===== src/rtl/match_controller_pkg.sv =====
// match_controller_pkg: state encoding, winner codes and score helper shared by the match controller
package match_controller_pkg;
    typedef enum logic [2:0] {
        ST_IDLE      = 3'd0,
        ST_COUNTDOWN = 3'd1,
        ST_FIGHT     = 3'd2,
        ST_ROUND_END = 3'd3,
        ST_MATCH_END = 3'd4
    } state_t;
    localparam logic [1:0] WIN_NONE = 2'b00;
    localparam logic [1:0] WIN_P1   = 2'b01;
    localparam logic [1:0] WIN_P2   = 2'b10;
    function automatic logic [1:0] sat_inc(input logic [1:0] v);
        return (v == 2'd3) ? v : v + 2'd1;
    endfunction
endpackage


===== src/rtl/match_controller_if.sv =====
// match_controller_if: game-rate inputs and fight/display outputs of the match controller
interface match_controller_if;
    logic       tick;
    logic       start;
    logic       gameOver1;
    logic       gameOver2;
    logic [1:0] hp1;
    logic [1:0] hp2;
    logic       logic_en;
    logic       logic_reset;
    logic [1:0] countdown;
    logic [1:0] wins1;
    logic [1:0] wins2;
    logic [1:0] round_winner;
    logic       match_over;
    logic [2:0] state;
    modport master (
        output tick, start, gameOver1, gameOver2, hp1, hp2,
        input  logic_en, logic_reset, countdown, wins1, wins2, round_winner, match_over, state
    );
    modport slave (
        input  tick, start, gameOver1, gameOver2, hp1, hp2,
        output logic_en, logic_reset, countdown, wins1, wins2, round_winner, match_over, state
    );
endinterface


===== src/rtl/match_controller_tick_counter.sv =====
// match_controller_tick_counter: tick-enabled modulo-MOD counter with clear and terminal-count flag
module match_controller_tick_counter #(
    parameter int MOD = 4
) (
    input  logic clk,
    input  logic reset,
    input  logic en,
    input  logic clr,
    output logic tc
);
    localparam int W = (MOD > 1) ? $clog2(MOD) : 1;
    localparam logic [W-1:0] LAST = W'(MOD - 1);
    logic [W-1:0] cnt_q, cnt_d;
    assign tc = (cnt_q == LAST);
    always_comb cnt_d = clr ? '0 : en ? (tc ? '0 : cnt_q + 1'b1) : cnt_q;
    always_ff @(posedge clk or posedge reset) begin
        if (reset) cnt_q <= '0;
        else       cnt_q <= cnt_d;
    end
endmodule


===== src/rtl/match_controller.sv =====
// match_controller: best-of-N match sequencer (countdown, fight, round end, match end) gating the fight logic
module match_controller
    import match_controller_pkg::*;
#(
    parameter int COUNT_START = 3,
    parameter int COUNT_TICKS = 4,
    parameter int ROUND_TICKS = 60,
    parameter int PAUSE_TICKS = 8,
    parameter int WINS_NEEDED = 2
) (
    input logic clk,
    input logic reset,
    match_controller_if.slave bus
);
    localparam logic [1:0] CS = 2'(COUNT_START);
    localparam logic [1:0] WN = 2'(WINS_NEEDED);
    state_t     state_q, state_d;
    logic [1:0] cd_q, cd_d, w1_q, w1_d, w2_q, w2_d, rw_q, rw_d, win;
    logic       en_q, en_d, lr_q, lr_d, mo_q, mo_d;
    logic       cd_tc, rt_tc, pt_tc, clr;
    // every state change restarts all tick timers from zero
    assign clr = (state_d != state_q);
    match_controller_tick_counter #(.MOD(COUNT_TICKS)) u_cd (
        .clk(clk), .reset(reset), .en(bus.tick && state_q == ST_COUNTDOWN), .clr(clr), .tc(cd_tc));
    match_controller_tick_counter #(.MOD(ROUND_TICKS)) u_rt (
        .clk(clk), .reset(reset), .en(bus.tick && state_q == ST_FIGHT), .clr(clr), .tc(rt_tc));
    match_controller_tick_counter #(.MOD(PAUSE_TICKS)) u_pt (
        .clk(clk), .reset(reset), .en(bus.tick && state_q == ST_ROUND_END), .clr(clr), .tc(pt_tc));
    always_comb begin
        state_d = state_q;
        cd_d    = cd_q;
        w1_d    = w1_q;
        w2_d    = w2_q;
        rw_d    = rw_q;
        win     = (bus.gameOver1 && bus.gameOver2) ? WIN_NONE :
                  bus.gameOver1 ? WIN_P2 : bus.gameOver2 ? WIN_P1 :
                  (bus.hp1 > bus.hp2) ? WIN_P1 : (bus.hp2 > bus.hp1) ? WIN_P2 : WIN_NONE;
        case (state_q)
            ST_IDLE: if (bus.start) begin
                state_d = ST_COUNTDOWN;
                cd_d    = CS;
                w1_d    = '0;
                w2_d    = '0;
                rw_d    = WIN_NONE;
            end
            ST_COUNTDOWN: if (bus.tick && cd_tc) begin
                cd_d = cd_q - 2'd1;
                if (cd_q == 2'd1) state_d = ST_FIGHT;
            end
            ST_FIGHT: if (bus.tick && (bus.gameOver1 || bus.gameOver2 || rt_tc)) begin
                state_d = ST_ROUND_END;
                rw_d    = win;
                w1_d    = (win == WIN_P1) ? sat_inc(w1_q) : w1_q;
                w2_d    = (win == WIN_P2) ? sat_inc(w2_q) : w2_q;
            end
            ST_ROUND_END: if (bus.tick && pt_tc) begin
                if (w1_q >= WN || w2_q >= WN) state_d = ST_MATCH_END;
                else begin
                    state_d = ST_COUNTDOWN;
                    cd_d    = CS;
                    rw_d    = WIN_NONE;
                end
            end
            ST_MATCH_END: if (bus.tick && bus.start) begin
                state_d = ST_COUNTDOWN;
                cd_d    = CS;
                w1_d    = '0;
                w2_d    = '0;
                rw_d    = WIN_NONE;
            end
            default: state_d = ST_IDLE;
        endcase
        en_d = (state_d == ST_FIGHT);
        lr_d = (state_d == ST_IDLE) || (state_d == ST_COUNTDOWN);
        mo_d = (state_d == ST_MATCH_END);
    end
    always_ff @(posedge clk or posedge reset) begin
        if (reset) begin
            state_q <= ST_IDLE;
            cd_q    <= '0;
            w1_q    <= '0;
            w2_q    <= '0;
            rw_q    <= WIN_NONE;
            en_q    <= 1'b0;
            lr_q    <= 1'b1;
            mo_q    <= 1'b0;
        end else begin
            state_q <= state_d;
            cd_q    <= cd_d;
            w1_q    <= w1_d;
            w2_q    <= w2_d;
            rw_q    <= rw_d;
            en_q    <= en_d;
            lr_q    <= lr_d;
            mo_q    <= mo_d;
        end
    end
    assign bus.logic_en     = en_q;
    assign bus.logic_reset  = lr_q;
    assign bus.countdown    = cd_q;
    assign bus.wins1        = w1_q;
    assign bus.wins2        = w2_q;
    assign bus.round_winner = rw_q;
    assign bus.match_over   = mo_q;
    assign bus.state        = state_q;
endmodule


===== src/flat_wrapper.sv =====
// flat-port wrapper written by rule: the top's interface ports become plain ports
module match_controller_flat import match_controller_pkg::*;
#(
    parameter int COUNT_START = 3,
    parameter int COUNT_TICKS = 4,
    parameter int ROUND_TICKS = 60,
    parameter int PAUSE_TICKS = 8,
    parameter int WINS_NEEDED = 2
)
  (clk, reset, bus_tick, bus_start, bus_gameOver1, bus_gameOver2, bus_hp1, bus_hp2, bus_logic_en, bus_logic_reset, bus_countdown, bus_wins1, bus_wins2, bus_round_winner, bus_match_over, bus_state);
  match_controller_if bus_i ();
  input logic clk;
  input logic reset;
  input wire logic [$bits(bus_i.tick)-1:0] bus_tick;
  input wire logic [$bits(bus_i.start)-1:0] bus_start;
  input wire logic [$bits(bus_i.gameOver1)-1:0] bus_gameOver1;
  input wire logic [$bits(bus_i.gameOver2)-1:0] bus_gameOver2;
  input wire logic [$bits(bus_i.hp1)-1:0] bus_hp1;
  input wire logic [$bits(bus_i.hp2)-1:0] bus_hp2;
  output wire logic [$bits(bus_i.logic_en)-1:0] bus_logic_en;
  output wire logic [$bits(bus_i.logic_reset)-1:0] bus_logic_reset;
  output wire logic [$bits(bus_i.countdown)-1:0] bus_countdown;
  output wire logic [$bits(bus_i.wins1)-1:0] bus_wins1;
  output wire logic [$bits(bus_i.wins2)-1:0] bus_wins2;
  output wire logic [$bits(bus_i.round_winner)-1:0] bus_round_winner;
  output wire logic [$bits(bus_i.match_over)-1:0] bus_match_over;
  output wire logic [$bits(bus_i.state)-1:0] bus_state;
  assign bus_i.tick = bus_tick;
  assign bus_i.start = bus_start;
  assign bus_i.gameOver1 = bus_gameOver1;
  assign bus_i.gameOver2 = bus_gameOver2;
  assign bus_i.hp1 = bus_hp1;
  assign bus_i.hp2 = bus_hp2;
  assign bus_logic_en = bus_i.logic_en;
  assign bus_logic_reset = bus_i.logic_reset;
  assign bus_countdown = bus_i.countdown;
  assign bus_wins1 = bus_i.wins1;
  assign bus_wins2 = bus_i.wins2;
  assign bus_round_winner = bus_i.round_winner;
  assign bus_match_over = bus_i.match_over;
  assign bus_state = bus_i.state;
  match_controller #(.COUNT_START(COUNT_START), .COUNT_TICKS(COUNT_TICKS), .ROUND_TICKS(ROUND_TICKS), .PAUSE_TICKS(PAUSE_TICKS), .WINS_NEEDED(WINS_NEEDED)) u_core (.clk(clk), .reset(reset), .bus(bus_i));
endmodule

===== config.mk =====
export PLATFORM = sky130hd
export DESIGN_NAME = match_controller_flat
export DESIGN_NICKNAME = d
export VERILOG_FILES = /design/src/rtl/match_controller_pkg.sv /design/src/rtl/match_controller_if.sv /design/src/rtl/match_controller_tick_counter.sv /design/src/rtl/match_controller.sv /design/src/flat_wrapper.sv
export SDC_FILE = /design/constraint.sdc
export NUM_CORES = 1
export LEC_CHECK = 0
export ABC_AREA = 1
export CAP_MARGIN = 10
export CORE_UTILIZATION = 41
export CTS_CLUSTER_SIZE = 12
export DETAILED_ROUTE_END_ITERATION = 16
export HOLD_SLACK_MARGIN = 0.02
export PLACE_DENSITY = 0.73
export SLEW_MARGIN = 5
export SYNTH_ARGS = -nofsm -noshare
export SYNTH_HDL_FRONTEND = slang
export SYNTH_HIERARCHICAL = 1
export SYNTH_SLANG_ARGS = --single-unit

===== constraint.sdc =====
create_clock -name clk -period 2.4 [get_ports clk]
set_clock_uncertainty 0.2 [all_clocks]
set_input_delay 0.36 -clock clk [delete_from_list [all_inputs] [get_ports clk]]
set_output_delay 0.36 -clock clk [all_outputs]
set_load 0.03 [all_outputs]

# Word-level counts from Yosys, hierarchy flattened
# Cells that the tools add are included.
# totals
in_bits	10
word_cells	113
out_inout_bits	14
ff_bits	25
# classes
add_sub_neg	6
reduce_logical	24
mux	42
n_eq_ne	26
magnitude_cmp	4
# op_table
operator	count
2-bit 2-to-1 mux	24
3-bit 2-to-1 mux	10
6-bit AND reduction	4
6-bit 2-to-1 mux	3
2-bit != test (second input constant)	9
2-bit one-hot mux with 4 select lines	2
3-bit one-hot mux with 5 select lines	1
2-bit one-hot mux with 3 select lines	2
3-bit by 2-bit == test with 1-bit output (second input constant)	3
3-bit == test (second input constant)	3
2-bit == test (second input constant)	4
1-bit logical AND	8
4-bit nonzero test	2
2-bit by 1-bit adder with 2-bit output (second input constant)	3
6-bit by 1-bit adder with 6-bit output (second input constant)	1
3-bit by 1-bit == test with 1-bit output (second input constant)	2
6-bit == test (second input constant)	1
3-bit zero test	2
2-bit nonzero test	3
2-bit by 1-bit == test with 1-bit output (second input constant)	2
2-bit greater-or-equal comparator (second input constant)	2
2-bit > comparator	2
1-bit logical OR	4
3-bit by 1-bit adder with 3-bit output (second input constant)	1
4 further kinds	4

# Longest topological paths before layout
# logic_depth
depth_word	10
depth_mapped	18
ltp_nobuf	18

# By module
# The synthesis kept the hierarchy.
# modules_own_cells
module	area_each_um2	cells_each	seq_area_each_um2	instances
match_controller	1039.7	154	351.6	1
match_controller_tick_counter (u_core.u_rt)	382.9	53	150.1	1
match_controller_tick_counter (u_core.u_pt)	155.1	18	75.1	1
match_controller_tick_counter (u_core.u_cd)	103.8	13	50.0	1

# Least setup slack after synthesis
# Ideal clock, no wire load.
# synth_path
kind	reg-to-reg
from	reg u_core.u_rt.cnt_q[0]
to	reg u_core.u_rt.cnt_q[5]
stages_incl_launch_ff	18
t_required_ps	2080
arrival_ps	1916
slack_ps	165
n_path_buf	0
synth_period_minus_slack_ps	2235
setup_time_ps	120
path_cell_list	dfrtp_1 > ha_1 > nand2_1 > nor2_2 > nand2_2 > inv_1 > inv_1 > nand3_1 > nand3_1 > nand2_2 > inv_1 > nand3_1 > nor2_4 > inv_1 > nand3_1 > nand2_1 > nand2_1 > nor2_2
# synth_between
elab_chain_len	7
elab_cells_between_ends	11
classes_between	add/sub (1); eq/ne (2); mux (5); reduce/logical (3)
# synth_lines
item	line	rtl
start, declared	match_controller_tick_counter.sv:13	logic [W-1:0] cnt_q, cnt_d;
start signal, assigned	match_controller_tick_counter.sv:18	else cnt_q <= cnt_d;
6-bit == test *	match_controller_tick_counter.sv:14	assign tc = (cnt_q == LAST);
net u_core.rt_tc	match_controller.sv:20	logic cd_tc, rt_tc, pt_tc, clr;
1-bit logical OR *	match_controller.sv:50	ST_FIGHT: if (bus.tick && (bus.gameOver1 || bus.gameOver2 || rt_tc)) begin
1-bit logical AND *	match_controller.sv:50	
3-bit 2-to-1 mux *	match_controller.sv:50	
3-bit one-hot mux with 5 select lines *	match_controller.sv:38	case (state_q)
3-bit != test *	match_controller.sv:22	assign clr = (state_d != state_q);
net u_core.clr	match_controller.sv:20	
6-bit 2-to-1 mux or 2-bit nonzero test (tied branches)	n/a	
# The timed path passes the listed nets; every way through them passes the cells marked *. The select of a mux whose other input is x is not followed.
# A chain may end at the register's enable or synchronous reset.

# Worst setup path in the final report
# layout_path
from	reg u_core.u_rt.cnt_q[0]
to	reg u_core.u_rt.cnt_q[2]
# The elaborated chain is that of the path after synthesis.

==> reports/qor.txt <==
status: completed
Vias: 1536
DRC viols: 0
total CTS buffers: 3
register area share after synthesis: 37.3%
CTS clk-pin slew, worst paths: 100 ps
fmax: 0.459 GHz
Storage cell area: 627 um2
post-cts hold buffer count: 0
synthesis-stage register bit count: 25
Final HPWL DP: 2720 um
R2R setup slack: 220 ps
first-pass GRT wire length: 6230 um
Layout area overhead: 26.0%
YS warnings: 6
Cell Count, Final, Fillers Out: 323
layout cells sized above 1: 15.3%
n_diodes: 0
CP startpoint kind: register
top sig layer: met4
Mapped Cells: 238
largest net degree at the start of global routing: 16
fin crit share: 90.7%
met2 routed WL: 1480 um
GR Overflow Total: 0
dpl cell area: 0.00203 mm2
setup slack at placement: -1.60 ps
Worst Hold Class: primary input to asynchronous set/reset pin
GP Congestion: 0.938
Worst EP required: 2410 ps
area of the multi-input gates: 927 um2
dominant cell type by area after synthesis: dfrtp_1
Initial DRC Count: 37
GR Util All Layers: 18.9%
FF-to-FF End: u_core/u_rt/cnt_q[2]$_DFFE_PP0P_
Port Buffer Count: 23
Worst setup EP type: register
antenna violations before repair: 0
vias in the first global route: 1468
Final Cell Area: 0.00212 mm2
WL met1: 1770 um
WL/cell: 10.6 um
drt via density: 4.76
syn_nets: 259
Routed WL: 3420 um
die height: 66.0 um
clock sink total: 25
starting density of the core: 44.3%
launch instance of the worst register-to-register path: u_core/u_rt/cnt_q[0]$_DFFE_PP0P_
Synth cell types: 26
fillers: 368
# rows: 22
ranking of synthesized cells by area: dfrtp_1 36%, nand2_1 15%, ha_1 8.2%, inv_1 7.8%, nand3_1 7.7%
# setup viols final: 0
routed wl met3: 105 um
commonest non-fill, non-tap cell in the layout: nand2_1
clock tree from TritonCTS: built
Pins Over Slew Limit: 0
Hold Vio Cnt, Final: 0
syn avg cell area: 7.07 um2
Crit Path Class: register to register
power per cell area: 951 mW/mm2
DR pass1 iterations: 4
commonest cells after routing, fill and taps aside: 67 x nand2_1, 35 x inv_1, 28 x nor2_1
Worst slew margin: 61.6%
CTS H-tree depth: 1
Worst Max-Slew Pin Slew: 575 ps
Cell Area, Synth: 0.00168 mm2
clk_lat worst skew: 280 ps
R2R depth: 15
Detail Route Antenna Nets: 0
crit path max fanout: 5
critical path arrival: 2190 ps
max-cap violation count: 0
NumNets Final: 297
worst vdd ir: 0.592 mV
Yosys top cell area share: 35.7%
fin worst setup slack: 223 ps
min Tclk post-route: 2180 ps
CTS max path bufs: 2
Root Driver: clkbuf_8
die area: 0.00436 mm2
core area: 0.00380 mm2
die width: 66.0 um
Ports: 24
leak pwr: 0.00114 uW
# placed instances: 317
[flip-flops by register name, indices dropped and copies added, names as in the netlist]
signal                   count
u_core/bus.state             3
u_core/bus.logic_en          1
u_core/u_rt/cnt_q            6
u_core/bus.countdown         2
u_core/u_pt/cnt_q            3
u_core/bus.match_over        1
u_core/bus.round_winner      2
u_core/bus.wins1             2
u_core/bus.wins2             2
u_core/bus.logic_reset       1
u_core/u_cd/cnt_q            2
[cell families (layout without fill, tap and decap cells)]
| group | count (synthesis) | after routing | share of synthesized area (%) |
|---|---|---|---|
| buf+inv | 39 | 76 | 8.78 |
| compound gates | 14 | 14 | 5.28 |
| flops | 25 | 25 | 37.3 |
| simple gates | 149 | 149 | 40.5 |
| fa+ha+maj | 11 | 11 | 8.18 |
[repair_timing]
item                       4_1_cts  5_1_grt
gates resized for setup          0        8
buffers inserted                 0        2
setup endpoints to repair        0        9
[synth_stat cells]
library cell,count
nand2_1,68
inv_1,35
nor2_1,30
nand3_1,26
dfrtp_1,24
ha_1,11
o21ai_0,7
nor2_2,6
nand2_2,5
nand4_1,4
a21oi_1,3
nor2_4,3
inv_2,2
nand3b_1,2
and2_1,1
and3_1,1
buf_2,1
clkinv_1,1
dfstp_2,1
nand2_4,1
nand3_2,1
o211ai_1,1
o21ai_1,1
o21bai_1,1
o21bai_4,1
or2_2,1
[stage by stage]
step                      total power, uW  util (%)  hold slack [ps]  TNS [ps]
after floorplan                      1340         -            -98.8         0
after CTS                            1990      54.8              117         0
after global placement               1710      53.6              265         0
after global routing                 2200      55.8              156     -3.48
final                                2010      55.8              131         0
after detailed placement             1730      53.6              273     -1.60
[area by class of cell]
cell class | instances | area share [%]
Clock buffer | 3 | 1.95
Tap cell | 48 | 2.84
Multi-Input combinational cell | 174 | 43.8
Clock inverter | 1 | 0.354
Inverter | 38 | 6.73
Timing Repair Buffer | 34 | 14.8
Sequential cell | 25 | 29.6
[power breakdown]
| part | switching [uW] | internal (uW) | total, uW |
|---|---|---|---|
| Clock | 144 | 118 | 262 |
| Combinational | 666 | 477 | 1140 |
| Sequential | 91.0 | 518 | 609 |
| Total | 901 | 1110 | 2010 |
[worst max-delay path by stage]
stage,from,end,cells after the start
after floorplan,u_core/u_rt/cnt_q[0]$_DFFE_PP0P_,u_core/u_rt/cnt_q[5]$_DFFE_PP0P_,17
after global placement,bus_tick,u_core/u_rt/cnt_q[5]$_DFFE_PP0P_,13
after detailed placement,bus_tick,u_core/u_rt/cnt_q[2]$_DFFE_PP0P_,12
after CTS,u_core/u_rt/cnt_q[0]$_DFFE_PP0P_,u_core/u_rt/cnt_q[2]$_DFFE_PP0P_,18
after global routing,u_core/u_rt/cnt_q[1]$_DFFE_PP0P_,u_core/u_rt/cnt_q[2]$_DFFE_PP0P_,18
final,u_core/u_rt/cnt_q[0]$_DFFE_PP0P_,u_core/u_rt/cnt_q[2]$_DFFE_PP0P_,15
[critical path, cell delays in order (launching register included)]
cell,delay [ps]
dfrtp_1,410
ha_2,200
nand2_1,60
nor2_2,90
nand2_2,60
inv_1,50
inv_1,50
nand3_2,80
inv_1,70
nor2_2,110
nor2_2,60
nand3_1,70
nand3_2,120
buf_4,180
o21bai_4,190
nor2_1,130
[metal layers]
metal	GRT usage [%]	up-vias
met3	2.59	5
li1	-	812
met2	30.2	21
met5	0	-
met4	7.18	0
met1	25.7	698
No activity file was read; power rests on OpenSTA's default activity.
==> RTL change: new RTL, same settings <==
`PAUSE_TICKS` is set to 8 in 2 places; all go to 32.
--- a/src/rtl/match_controller.sv
+++ b/src/rtl/match_controller.sv
@@ -5,7 +5,7 @@
     parameter int COUNT_START = 3,
     parameter int COUNT_TICKS = 4,
     parameter int ROUND_TICKS = 60,
-    parameter int PAUSE_TICKS = 8,
+    parameter int PAUSE_TICKS = 32,
     parameter int WINS_NEEDED = 2
 ) (
     input logic clk,
--- a/src/flat_wrapper.sv
+++ b/src/flat_wrapper.sv
@@ -4,7 +4,7 @@
     parameter int COUNT_START = 3,
     parameter int COUNT_TICKS = 4,
     parameter int ROUND_TICKS = 60,
-    parameter int PAUSE_TICKS = 8,
+    parameter int PAUSE_TICKS = 32,
     parameter int WINS_NEEDED = 2
 )
   (clk, reset, bus_tick, bus_start, bus_gameOver1, bus_gameOver2, bus_hp1, bus_hp2, bus_logic_en, bus_logic_reset, bus_countdown, bus_wins1, bus_wins2, bus_round_winner, bus_match_over, bus_state);
Function: same outputs for any inputs over 10 cycles, from zero or initial values and one cycle with reset high; that may be too few to reach the edited logic, so the function may still have changed.
==> RTL change against the original RTL <==
Synthesized area increased by 8.2%. Sequential power grew 5.3%. Final area increased by 11%. Global-route usage fell by 0.11 points. Routed wire length increased by 12%. Power grew 10%. Setup slack worse by 120 ps. Sequential cell count rose by 2. Largest cell class unchanged. Highest routed layer unchanged.
==> RTL change: results (changes against the original RTL) <==
| Metric | Value |
|---|---|
| Post-Synth Adder-Cell Area | `0.0757 (-0.00619)` |
| Placed Area | `2210 um2 (+8.7%)` |
| TritonCTS Buffers | `3 (unchanged)` |
| Clock Tree Root | `clkbuf_8` |
| #MultiIn Comb | `188 (+8.0%)` |
| Routed len/inst | `10.8 um (+1.9%)` |
| Multi-input combinational area share | `0.437 (-0.000819)` |
| Layout non-clock buf frac | `0.157 (+0.00950)` |
| Inverters, non-clock | `44 (+16%)` |
| Slew headroom | `0.617 (+0.00131)` |
| DP Cell Count | `346 (+9.1%)` |
| Seq cells post-synth | `27 (+8.0%)` |
| Synth cell count leaders | `nand2_1, inv_1, nor2_1` |
| Gp weighted congestion | `0.866 (-7.6%)` |
| Met1 GRT Util | `0.249 (-0.00823)` |
| Dpl ws | `-119 ps (-117 ps)` |
| First-pass GRT wire length | `6.55 mm (+5.1%)` |
| Sequential area share after synthesis | `0.372 (-0.000691)` |
| GR Util met3 | `0.0197 (-0.00613)` |
| DR WL met2 | `1.79 mm (+21%)` |
| Reg area | `677 um2 (+8.0%)` |
| Layout Nets | `326 (+9.8%)` |
| Largest net degree at the start of global routing | `17 (+1)` |
| Via density | `4.75 (-0.14%)` |
| Worst EP arrival | `2280 ps (+90 ps)` |
| Resize count post-CTS | `2 (+2)` |
| Total number of vias | `1681 (+9.4%)` |
| Total Routing Usage GR | `0.188 (-0.00113)` |
| Peak VDD IR | `0.446 mV (-25%)` |
| Top Layer Used | `met4` |
| Status | `complete, no violations` |
| Met3 wire length | `103 um (-1.9%)` |
| Clk tree area frac | `0.0208 (-0.00226)` |
| Iteration-0 DRC Markers | `80 (+120%)` |
| Hold WC Path Type | `input port to asynchronous set/reset pin` |
| Finished Cell Area | `2350 um2 (+11%)` |
| Layout cells sized above 1 | `0.188 (+0.0348)` |
| Leakage | `1.25 nW (+9.4%)` |
| Number of global-route vias before repair | `1527 (+4.0%)` |
| Metal-1 WL | `1.86 mm (+4.9%)` |
| Synth Area in XOR/XNOR | `0 (unchanged)` |
| Syn Inst Count | `260 (+9.2%)` |
| Largest cells by area after synthesis | `dfrtp_1, nand2_1, inv_1` |
| Int Pwr | `0.00122 W (+9.7%)` |
| Buffers outside the clock class | `41 (+21%)` |
| CORE AREA | `4120 um2 (+8.3%)` |
| Syn Nets | `281 (+8.5%)` |
| Filler Cells Inserted | `387 (+5.2%)` |
| # H-tree levels | `1 (unchanged)` |
| Grt met2 use | `0.310 (+0.00775)` |
| Placed wire-length estimate | `2.89 mm (+6.2%)` |
| Post-synthesis compound-gate area fraction | `0.0516 (-0.00125)` |
## RTL change: cell types whose count changed in the layout (fill, tap and decap cells not counted), sizes merged
cell | unedited run | this run
nor2 | 39 | 40
inv | 37 | 43
buf | 11 | 18
nand2 | 74 | 82
dfrtp | 24 | 26
nand4 | 4 | 5
o21ai | 8 | 9
nand3 | 27 | 30
## RTL change: worst paths after layout
path	start	slack (ps)	endpoint
max in group asynchronous	reset	1300	u_core/bus.logic_reset
min in group clk	u_core/bus.round_winner[0]	290	u_core/bus.round_winner[0]
hold reg to reg	u_core/bus.round_winner[0]	290	u_core/bus.round_winner[0]
setup / recovery	u_core/u_pt/cnt_q[0]	100	u_core/u_pt/cnt_q[4]
hold / removal	reset	120	u_core/u_cd/cnt_q[0]
setup reg to reg	u_core/u_pt/cnt_q[0]	100	u_core/u_pt/cnt_q[4]
## RTL change: worst max-delay path: stages (launching register included)
cell     delay (ps)
dfrtp_1         360
ha_2            190
nand2_1          70
nor2_1          100
ha_2            200
nand2_2          70
nand2_1         100
nand2_1          60
nor2_2          160
nand3_2         130
nand3_4         120
buf_6           130
nor2_4           50
buf_4           150
nand2_1          50
nand2_1          50
## RTL change: power groups by stage
stage | registers, W | clock network, W | logic (W)
floorplan | 0.000773 | 0 | 0.000666
global placement | 0.000645 | 0 | 0.00118
finish | 0.000641 | 0.000272 | 0.00131
global route | 0.000658 | 0.000301 | 0.00145
detailed placement | 0.000646 | 0 | 0.00120
CTS | 0.000637 | 0.000285 | 0.00121
## RTL change: kinds of logic after synthesis
kind of cell               after synthesis
AOI/OAI and AO/OA                       15
adders and majority gates               11
buffers and inverters                   45
DFF                                     27
and+or+nand+nor                        162
